## src/rtl/uart_fifo_defs_pkg.sv

```systemverilog
// Shared sizing defaults and helpers for the UART TX/RX byte FIFOs.
// Latency: none (compile-time constants and pure functions only).
// Backpressure: not applicable; consumed by the FIFO pointer controllers.
package uart_fifo_defs_pkg;

  // RAM address width; the FIFO holds 2**FIFO_ADDR_W bytes.
  localparam int FIFO_ADDR_W = 4;

  // Occupancy at which almost_full asserts (legal range 1..depth).
  localparam int UART_AF_LEVEL = 12;

  // Number of entries addressed by an addr_w-bit RAM address.
  function automatic int fifo_depth(input int addr_w);
    return 1 << addr_w;
  endfunction

endpackage

```

## src/rtl/bin_to_gray_n.sv

```systemverilog
// Purely combinational N-bit binary to reflected Gray code converter.
// Latency: zero cycles; the caller registers the result.
// Backpressure: none; output follows input continuously.
module bin_to_gray_n #(
  parameter int N = 5
) (
  input  logic [N-1:0] bin,
  output logic [N-1:0] gray
);

  // Each Gray bit is the XOR of a binary bit and its more significant neighbour.
  assign gray = bin ^ (bin >> 1);

endmodule

```

## src/rtl/uart_fifo_ptr_ctrl.sv

```systemverilog
// Write/read pointer and flag controller for a UART byte FIFO with show-ahead reads.
// Latency: accepts are combinational; pointers, flags, count and Gray copies update on the accepting edge.
// Backpressure: pushes refused while full (overflow pulse), pops refused while empty (underflow pulse).
module uart_fifo_ptr_ctrl
  import uart_fifo_defs_pkg::*;
#(
  parameter int ADDR_W   = FIFO_ADDR_W,
  parameter int AF_LEVEL = UART_AF_LEVEL
) (
  input  logic              clk,
  input  logic              rst,
  input  logic              flush,
  input  logic              wr_en,
  input  logic              rd_en,
  output logic [ADDR_W-1:0] wr_addr,
  output logic [ADDR_W-1:0] rd_addr,
  output logic              wr_accept,
  output logic              rd_accept,
  output logic              full,
  output logic              empty,
  output logic              almost_full,
  output logic [ADDR_W:0]   count,
  output logic [ADDR_W:0]   wr_ptr_gray,
  output logic [ADDR_W:0]   rd_ptr_gray,
  output logic              overflow,
  output logic              underflow
);

  // Pointers carry one extra wrap bit so full and empty are distinguishable
  // when the RAM indices coincide.
  localparam int PW = ADDR_W + 1;
  localparam logic [PW-1:0] AF_THRESH = PW'(AF_LEVEL);
  localparam logic [PW-1:0] PTR_ONE   = PW'(1);

  logic [PW-1:0] wr_ptr_q, wr_ptr_d;
  logic [PW-1:0] rd_ptr_q, rd_ptr_d;
  logic [PW-1:0] count_q,  count_d;
  logic [PW-1:0] wr_gray_q, wr_gray_d;
  logic [PW-1:0] rd_gray_q, rd_gray_d;
  logic          full_q,  full_d;
  logic          empty_q, empty_d;
  logic          af_q,    af_d;
  logic          ovf_q,   ovf_d;
  logic          udf_q,   udf_d;

  // Accepts look only at the registered flags, so a simultaneous pop never
  // frees space for a push in the same cycle (and vice versa).
  assign wr_accept = wr_en & ~full_q;
  assign rd_accept = rd_en & ~empty_q;

  // Next pointers, flags and pulses; flush clears everything and suppresses pulses.
  always_comb begin
    wr_ptr_d = wr_ptr_q;
    rd_ptr_d = rd_ptr_q;
    ovf_d    = 1'b0;
    udf_d    = 1'b0;

    if (flush) begin
      wr_ptr_d = '0;
      rd_ptr_d = '0;
    end else begin
      if (wr_accept) begin
        wr_ptr_d = wr_ptr_q + PTR_ONE;
      end
      if (rd_accept) begin
        rd_ptr_d = rd_ptr_q + PTR_ONE;
      end
      ovf_d = wr_en & full_q;
      udf_d = rd_en & empty_q;
    end

    // Flags come from the next pointers so they land on the same edge.
    empty_d = (wr_ptr_d == rd_ptr_d);
    full_d  = (wr_ptr_d[ADDR_W] != rd_ptr_d[ADDR_W]) &&
              (wr_ptr_d[ADDR_W-1:0] == rd_ptr_d[ADDR_W-1:0]);
    count_d = wr_ptr_d - rd_ptr_d;
    af_d    = (count_d >= AF_THRESH);
  end

  bin_to_gray_n #(
    .N (PW)
  ) u_wr_gray (
    .bin  (wr_ptr_d),
    .gray (wr_gray_d)
  );

  bin_to_gray_n #(
    .N (PW)
  ) u_rd_gray (
    .bin  (rd_ptr_d),
    .gray (rd_gray_d)
  );

  // State register; reset wins over flush and any request in the same cycle.
  always_ff @(posedge clk) begin
    if (rst) begin
      wr_ptr_q  <= '0;
      rd_ptr_q  <= '0;
      count_q   <= '0;
      wr_gray_q <= '0;
      rd_gray_q <= '0;
      full_q    <= 1'b0;
      empty_q   <= 1'b1;
      af_q      <= 1'b0;
      ovf_q     <= 1'b0;
      udf_q     <= 1'b0;
    end else begin
      wr_ptr_q  <= wr_ptr_d;
      rd_ptr_q  <= rd_ptr_d;
      count_q   <= count_d;
      wr_gray_q <= wr_gray_d;
      rd_gray_q <= rd_gray_d;
      full_q    <= full_d;
      empty_q   <= empty_d;
      af_q      <= af_d;
      ovf_q     <= ovf_d;
      udf_q     <= udf_d;
    end
  end

  assign wr_addr     = wr_ptr_q[ADDR_W-1:0];
  assign rd_addr     = rd_ptr_q[ADDR_W-1:0];
  assign full        = full_q;
  assign empty       = empty_q;
  assign almost_full = af_q;
  assign count       = count_q;
  assign wr_ptr_gray = wr_gray_q;
  assign rd_ptr_gray = rd_gray_q;
  assign overflow    = ovf_q;
  assign underflow   = udf_q;

endmodule

```

## config.mk

```make
export PLATFORM = sky130hd
export DESIGN_NAME = uart_fifo_ptr_ctrl
export DESIGN_NICKNAME = d
export VERILOG_FILES = /design/src/rtl/uart_fifo_defs_pkg.sv /design/src/rtl/bin_to_gray_n.sv /design/src/rtl/uart_fifo_ptr_ctrl.sv
export SDC_FILE = /design/constraint.sdc
export NUM_CORES = 1
export LEC_CHECK = 0
export BUFFER_PORTS_ARGS = -buffer_cell sky130_fd_sc_hd__buf_2
export CORE_MARGIN = 2
export CORE_UTILIZATION = 40
export CTS_CLUSTER_SIZE = 16
export DETAILED_ROUTE_END_ITERATION = 10
export PLACE_DENSITY = 0.76
export SETUP_SLACK_MARGIN = 0.4
export SLEW_MARGIN = 20
export SYNTH_ARGS = -nofsm -noshare
export SYNTH_HDL_FRONTEND = slang
export SYNTH_SLANG_ARGS = --single-unit
```

## constraint.sdc

```tcl
create_clock -name clk -period 2.45 [get_ports clk]
set_input_delay 0.245 -clock clk [delete_from_list [all_inputs] [get_ports clk]]
set_output_delay 0.245 -clock clk [all_outputs]
set_load 0.005 [all_outputs]
```

==> Word level (Yosys, flattened, before mapping) <==
Cells that the tools add are included.
{ "op_classes": {"n_reduce_logical": 2, "n_eq_ne": 3, "n_mux": 4, "bitwise_logic": 8, "magnitude_cmp": 1, "add_sub_neg": 3} }
{ "ops": {"columns": ["operator", "count"], "rows": [
  ["5-bit two-way mux", 4],
  ["5-bit by 1-bit adder with 5-bit output (second input constant)", 2],
  ["5-bit by 4-bit bitwise XOR with 5-bit output", 2],
  ["5-bit equality test", 1],
  ["5-bit by 4-bit >= comparator with 1-bit output (second input constant)", 1],
  ["5-bit subtractor", 1],
  ["1-bit bitwise AND", 4],
  ["4-bit equality test", 1],
  ["1-bit NOT", 2],
  ["2-bit OR reduction", 1],
  ["1-bit logical AND", 1],
  ["1-bit inequality test", 1]
]} }
{ "totals": {"output_inout_bits": 30, "elab_cells": 31, "ff_bits": 30, "inputBits": 5} }

==> Longest topological paths before layout <==
{ "depth": {"ltp_word": 6, "ltp_mapped": 11, "mapped_depth_nobuf": 11} }

==> By module <==
A second synthesis with hierarchy kept.
{ "unflattened": {"cells_unflattened": 144, "hier_area_um2": 1366.3} }
{ "modules_own_cells": {"columns": ["mod", "seq_area_each_um2", "n_inst", "cells_per_inst", "area_each_um2"], "rows": [
  ["uart_fifo_ptr_ctrl", 600.6, 1, 134, 1281.2],
  ["bin_to_gray_n", 0.0, 2, 5, 42.5]
]} }

==> Worst setup path before layout <==
No wires, ideal clock.
{ "synth_path": {"path_type": "flip-flop to flip-flop", "startpoint": "register empty_q, in the netlist empty", "endpoint": "register count_q[3], in the netlist count[3]", "path_stages_with_launch": 9, "n_path_buf": 0, "arrival_ps": 2043, "setup_slack_ps": 291, "period_less_slack_ps": 2159, "required_time_ps": 2334, "setup_time_ps": 116, "path_cell_list": "dfxtp_1 nand2b_4 inv_1 nand4_1 xor2_1 or2_2 ha_1 or3_1 and3b_1"} }
{ "synth_between": {"elab_chain_len": 5} }
{ "synth_lines": {"columns": ["item", "line", "rtl"], "rows": [
  ["from (decl)", "uart_fifo_ptr_ctrl.sv:41", "logic empty_q, empty_d;"],
  ["from (signal assigned)", "uart_fifo_ptr_ctrl.sv:114", "empty_q <= empty_d;"],
  ["1-bit NOT", "uart_fifo_ptr_ctrl.sv:49", "assign rd_accept = rd_en & ~empty_q;"],
  ["1-bit bitwise AND", "uart_fifo_ptr_ctrl.sv:49", null],
  ["via rd_accept", "uart_fifo_ptr_ctrl.sv:18", "output logic rd_accept,"],
  ["5-bit two-way mux", "uart_fifo_ptr_ctrl.sv:65", "if (rd_accept) begin"],
  ["5-bit two-way mux", "uart_fifo_ptr_ctrl.sv:58", "if (flush) begin"],
  ["5-bit subtractor", "uart_fifo_ptr_ctrl.sv:76", "count_d = wr_ptr_d - rd_ptr_d;"],
  ["to (signal assigned)", "uart_fifo_ptr_ctrl.sv:110", "count_q <= count_d;"],
  ["to (decl)", "uart_fifo_ptr_ctrl.sv:37", "logic [PW-1:0] count_q, count_d;"]
]} }
The timed path passes the listed nets, and every way through them passes these cells.
A chain may end at the register's enable or synchronous reset.

==> Worst setup path in the final report <==
{ "layout_path": {"startpoint": "register rd_ptr_q[0]", "endpoint": "register af_q, in the netlist almost_full"} }
{ "layout_between": {"elab_chain_len": 5} }
{ "layout_lines": {"columns": ["item", "line", "rtl"], "rows": [
  ["from (decl)", "uart_fifo_ptr_ctrl.sv:36", "logic [PW-1:0] rd_ptr_q, rd_ptr_d;"],
  ["from (signal assigned)", "uart_fifo_ptr_ctrl.sv:109", "rd_ptr_q <= rd_ptr_d;"],
  ["5-bit by 1-bit adder with 5-bit output", "uart_fifo_ptr_ctrl.sv:66", "rd_ptr_d = rd_ptr_q + PTR_ONE;"],
  ["5-bit two-way mux *", "uart_fifo_ptr_ctrl.sv:65", null],
  ["5-bit two-way mux *", "uart_fifo_ptr_ctrl.sv:58", null],
  ["5-bit subtractor *", "uart_fifo_ptr_ctrl.sv:76", null],
  ["5-bit by 4-bit >= comparator with 1-bit output *", "uart_fifo_ptr_ctrl.sv:77", "af_d = (count_d >= AF_THRESH);"],
  ["to (signal assigned)", "uart_fifo_ptr_ctrl.sv:104", "af_q <= 1'b0;"],
  ["to (signal assigned)", "uart_fifo_ptr_ctrl.sv:115", "af_q <= af_d;"],
  ["to (decl)", "uart_fifo_ptr_ctrl.sv:42", "logic af_q, af_d;"]
]} }
Mark *: on every way between the ends. The rest lies on a longest branch, timed or not.

==> metrics <==
Hold Vio Cnt, Final 0; post-route cell area 1740 um2; CP required 2680 ps; Port Buf Inserts 34; register area share after synthesis 46.4%; Post-synth EDFFs 0; measured slew at the worst slew-check pin 366 ps; worst clock skew 1.72 ps; CTS buffer count 3; Core ar. 2810 um2; Fmax achieved 479 MHz; die extent in x 58.9 um; worst setup margin 362 ps; worst hold path class input port to register; Setup Viol. Count Final 0; vias in the first global route 978; Routability Congestion 0.830; syn nets 137; critical path type register to register; asr flop ratio synth 0%; # Max-Cap Violations 0; final wirelength 2.86 mm; shortest period the worst path allows 2090 ps; Fin Setup TNS 0 ps; Seq cells post-synth 28; Clock Pin Slew Worst Setup and Hold Paths 140 ps; final max-slew violation count 0; cell row count 19; Fillers 236; All-Layer GR Usage 17.8%; hpwl dp 1.93 mm; Mapped Cells 125; Initial Utilization 43.0%; dpl cell area 1470 um2; Clock Sinks 28; failing checks DRC; Vias/cell 5.07; Arr. time, crit path 2320 ps; Synth Warn # 0; die footprint 3470 um2; Max VDD drop 0.305 mV; unrepaired setup endpoints after global routing yes; Combinational Power Share 11.3%; layout cell share with drive strength beyond 1 50.6%; number of DRC markers in iteration 0 19; CP Capture Type register; post-route antenna net violation count 0; status finished, violations left; Remaining DRCs 1; internal power 0.000598 W; initial antenna violation count 0; Power Density 450 nW/um2; clk_lat worst skew 330 ps; Routed WL per cell 13.7 um; Syn Area/Cell 9.66 um2; ys flop type dfxtp_1; Max Fanout on Critical Path 2; cell area after synthesis 1210 um2; Max Root-Sink Buffers 2; largest net degree at the start of global routing 18; area delta synth->final 44.1%; vias 1060; CTS tree built; sw power 0.000185 W; Final Core Density 62.0%; Reg power frac 59.8%; worst slack, placed 229 ps; H-tree Lvls 1; Leak 0.775 nW; first-pass iteration count of the detailed router 9; DIE HEIGHT 58.9 um; CTS root buf clkbuf_4; Unique masters post-synth 33; Final nets 191; gr ovfl total 0; first-pass GRT wire length 4.59 mm; crit share post-route 85.2%; area of the multi-input gates 764 um2; Slew headroom 75.3%; io pins 35; clock share of power 28.9%; CP Launch Type register; register area 571 um2; Sw Ratio 23.6%; n_diodes 0
==> power by group through the flow <==
stage / clock network [W] / registers [W] / logic, W
6_report: 0.000226 / 0.000468 / 0.0000886
5_1_grt: 0.000251 / 0.000470 / 0.0000965
4_1_cts: 0.000234 / 0.000470 / 0.0000798
3_5_place_dp: 0 / 0.000479 / 0.0000658
3_3_place_gp: 0 / 0.000479 / 0.0000647
2_1_floorplan: 0 / 0.000480 / 0.0000397
==> flip-flops by register name (all words and copies together), names as in the netlist <==
name and flops:
underflow 1, almost_full 1, full 1, wr_ptr_gray 4
empty 1, rd_ptr_q 5, count 5, overflow 1
wr_ptr_q 5, rd_ptr_gray 4
==> final cells by class <==
type / count / area share [%]
Multi-Input combinational cell: 90 / 43.9
Sequential cell: 28 / 32.8
Timing Repair Buffer: 52 / 18.0
Tap cell: 31 / 2.23
Clock buffer: 4 / 2.08
Inverter: 4 / 1.01
==> per-layer routing <==
layer	share of wire [%]	wire length [um]	track usage, %	vias to the layer above
met3	4.7	136	3.30	5
li1	-	-	-	528
met2	47	1340	27.8	30
met5	0	0	0	-
met1	47	1340	23.9	497
met4	1.4	40	8.12	0
==> final timing paths <==
check	from	end	slack, ps	cells past startpoint
worst max-delay path	rd_ptr_q[0]	almost_full	360	9
worst min-delay path	wr_en	overflow	220	2
worst max register to register	rd_ptr_q[0]	almost_full	360	9
worst min register to register	full	overflow	630	2
==> what timing repair did <==
action,CTS,global route
buffers inserted,13,3
pin swaps,11,4
resized for setup,15,8
hold buffers,0,0
endpoints found under the setup margin,3,3
==> synth_stat cells, types with 2 or more instances <==
cell type,count,share of area [%]
xor2_1,6,4.4
ha_1,6,6.2
xnor2_1,7,5.1
nand4_1,3,1.6
a211o_1,2,1.5
nor3_1,3,1.2
nand3_1,3,1.2
inv_1,4,1.2
nor2_1,25,7.8
clkbuf_1,3,0.93
a21o_1,2,1.2
nand3b_1,2,1.2
mux2i_1,3,2.5
o21a_1,2,1.2
nand2_1,2,0.62
or2_2,2,1.0
dfxtp_1,28,46
o211ai_1,2,1.2
nor2b_1,2,1.0
nand2b_1,3,1.6
o21ai_0,3,1.2
==> through the flow <==
step / cells / power [W] / hold slack, ps
2_1_floorplan: 125 / 0.000520 / 317
3_3_place_gp: 189 / 0.000544 / 521
3_5_place_dp: 189 / 0.000545 / 525
4_1_cts: 206 / 0.000783 / 214
5_1_grt: 209 / 0.000817 / 213
6_report: 209 / 0.000783 / 222
==> layout by cell type (no fill, tap or decap), types with 3 or more instances in the layout <==
cell type	n
dfxtp_2	5
dfxtp_1	22
xnor2_1	6
buf_2	34
nor3_1	3
clkbuf_4	3
nor2_1	22
buf_4	16
nand4_1	3
xor2_1	4
ha_4	5
inv_1	3
nand3_1	3
==> cells by family after synthesis <==
family                     after synthesis  share of synthesized area, %
AOI/OAI and AO/OA                       14                          8.19
xor gates and xnor gates                13                          9.43
and+or+nand+nor                         53                          23.4
DFF                                     28                          46.4
buffers and inverters                    7                          2.18
muxes                                    3                          2.49
adders and majority gates                7                          7.88
==> worst max-delay path, stage by stage (launching register included) <==
cell,delay (ps)
dfxtp_4,390
ha_4,260
nand2_2,40
a21o_4,230
buf_6,120
fa_2,380
a21o_1,180
a21oi_2,160
a211o_1,140
o211ai_1,90
No activity file was read; power rests on OpenSTA's default activity.
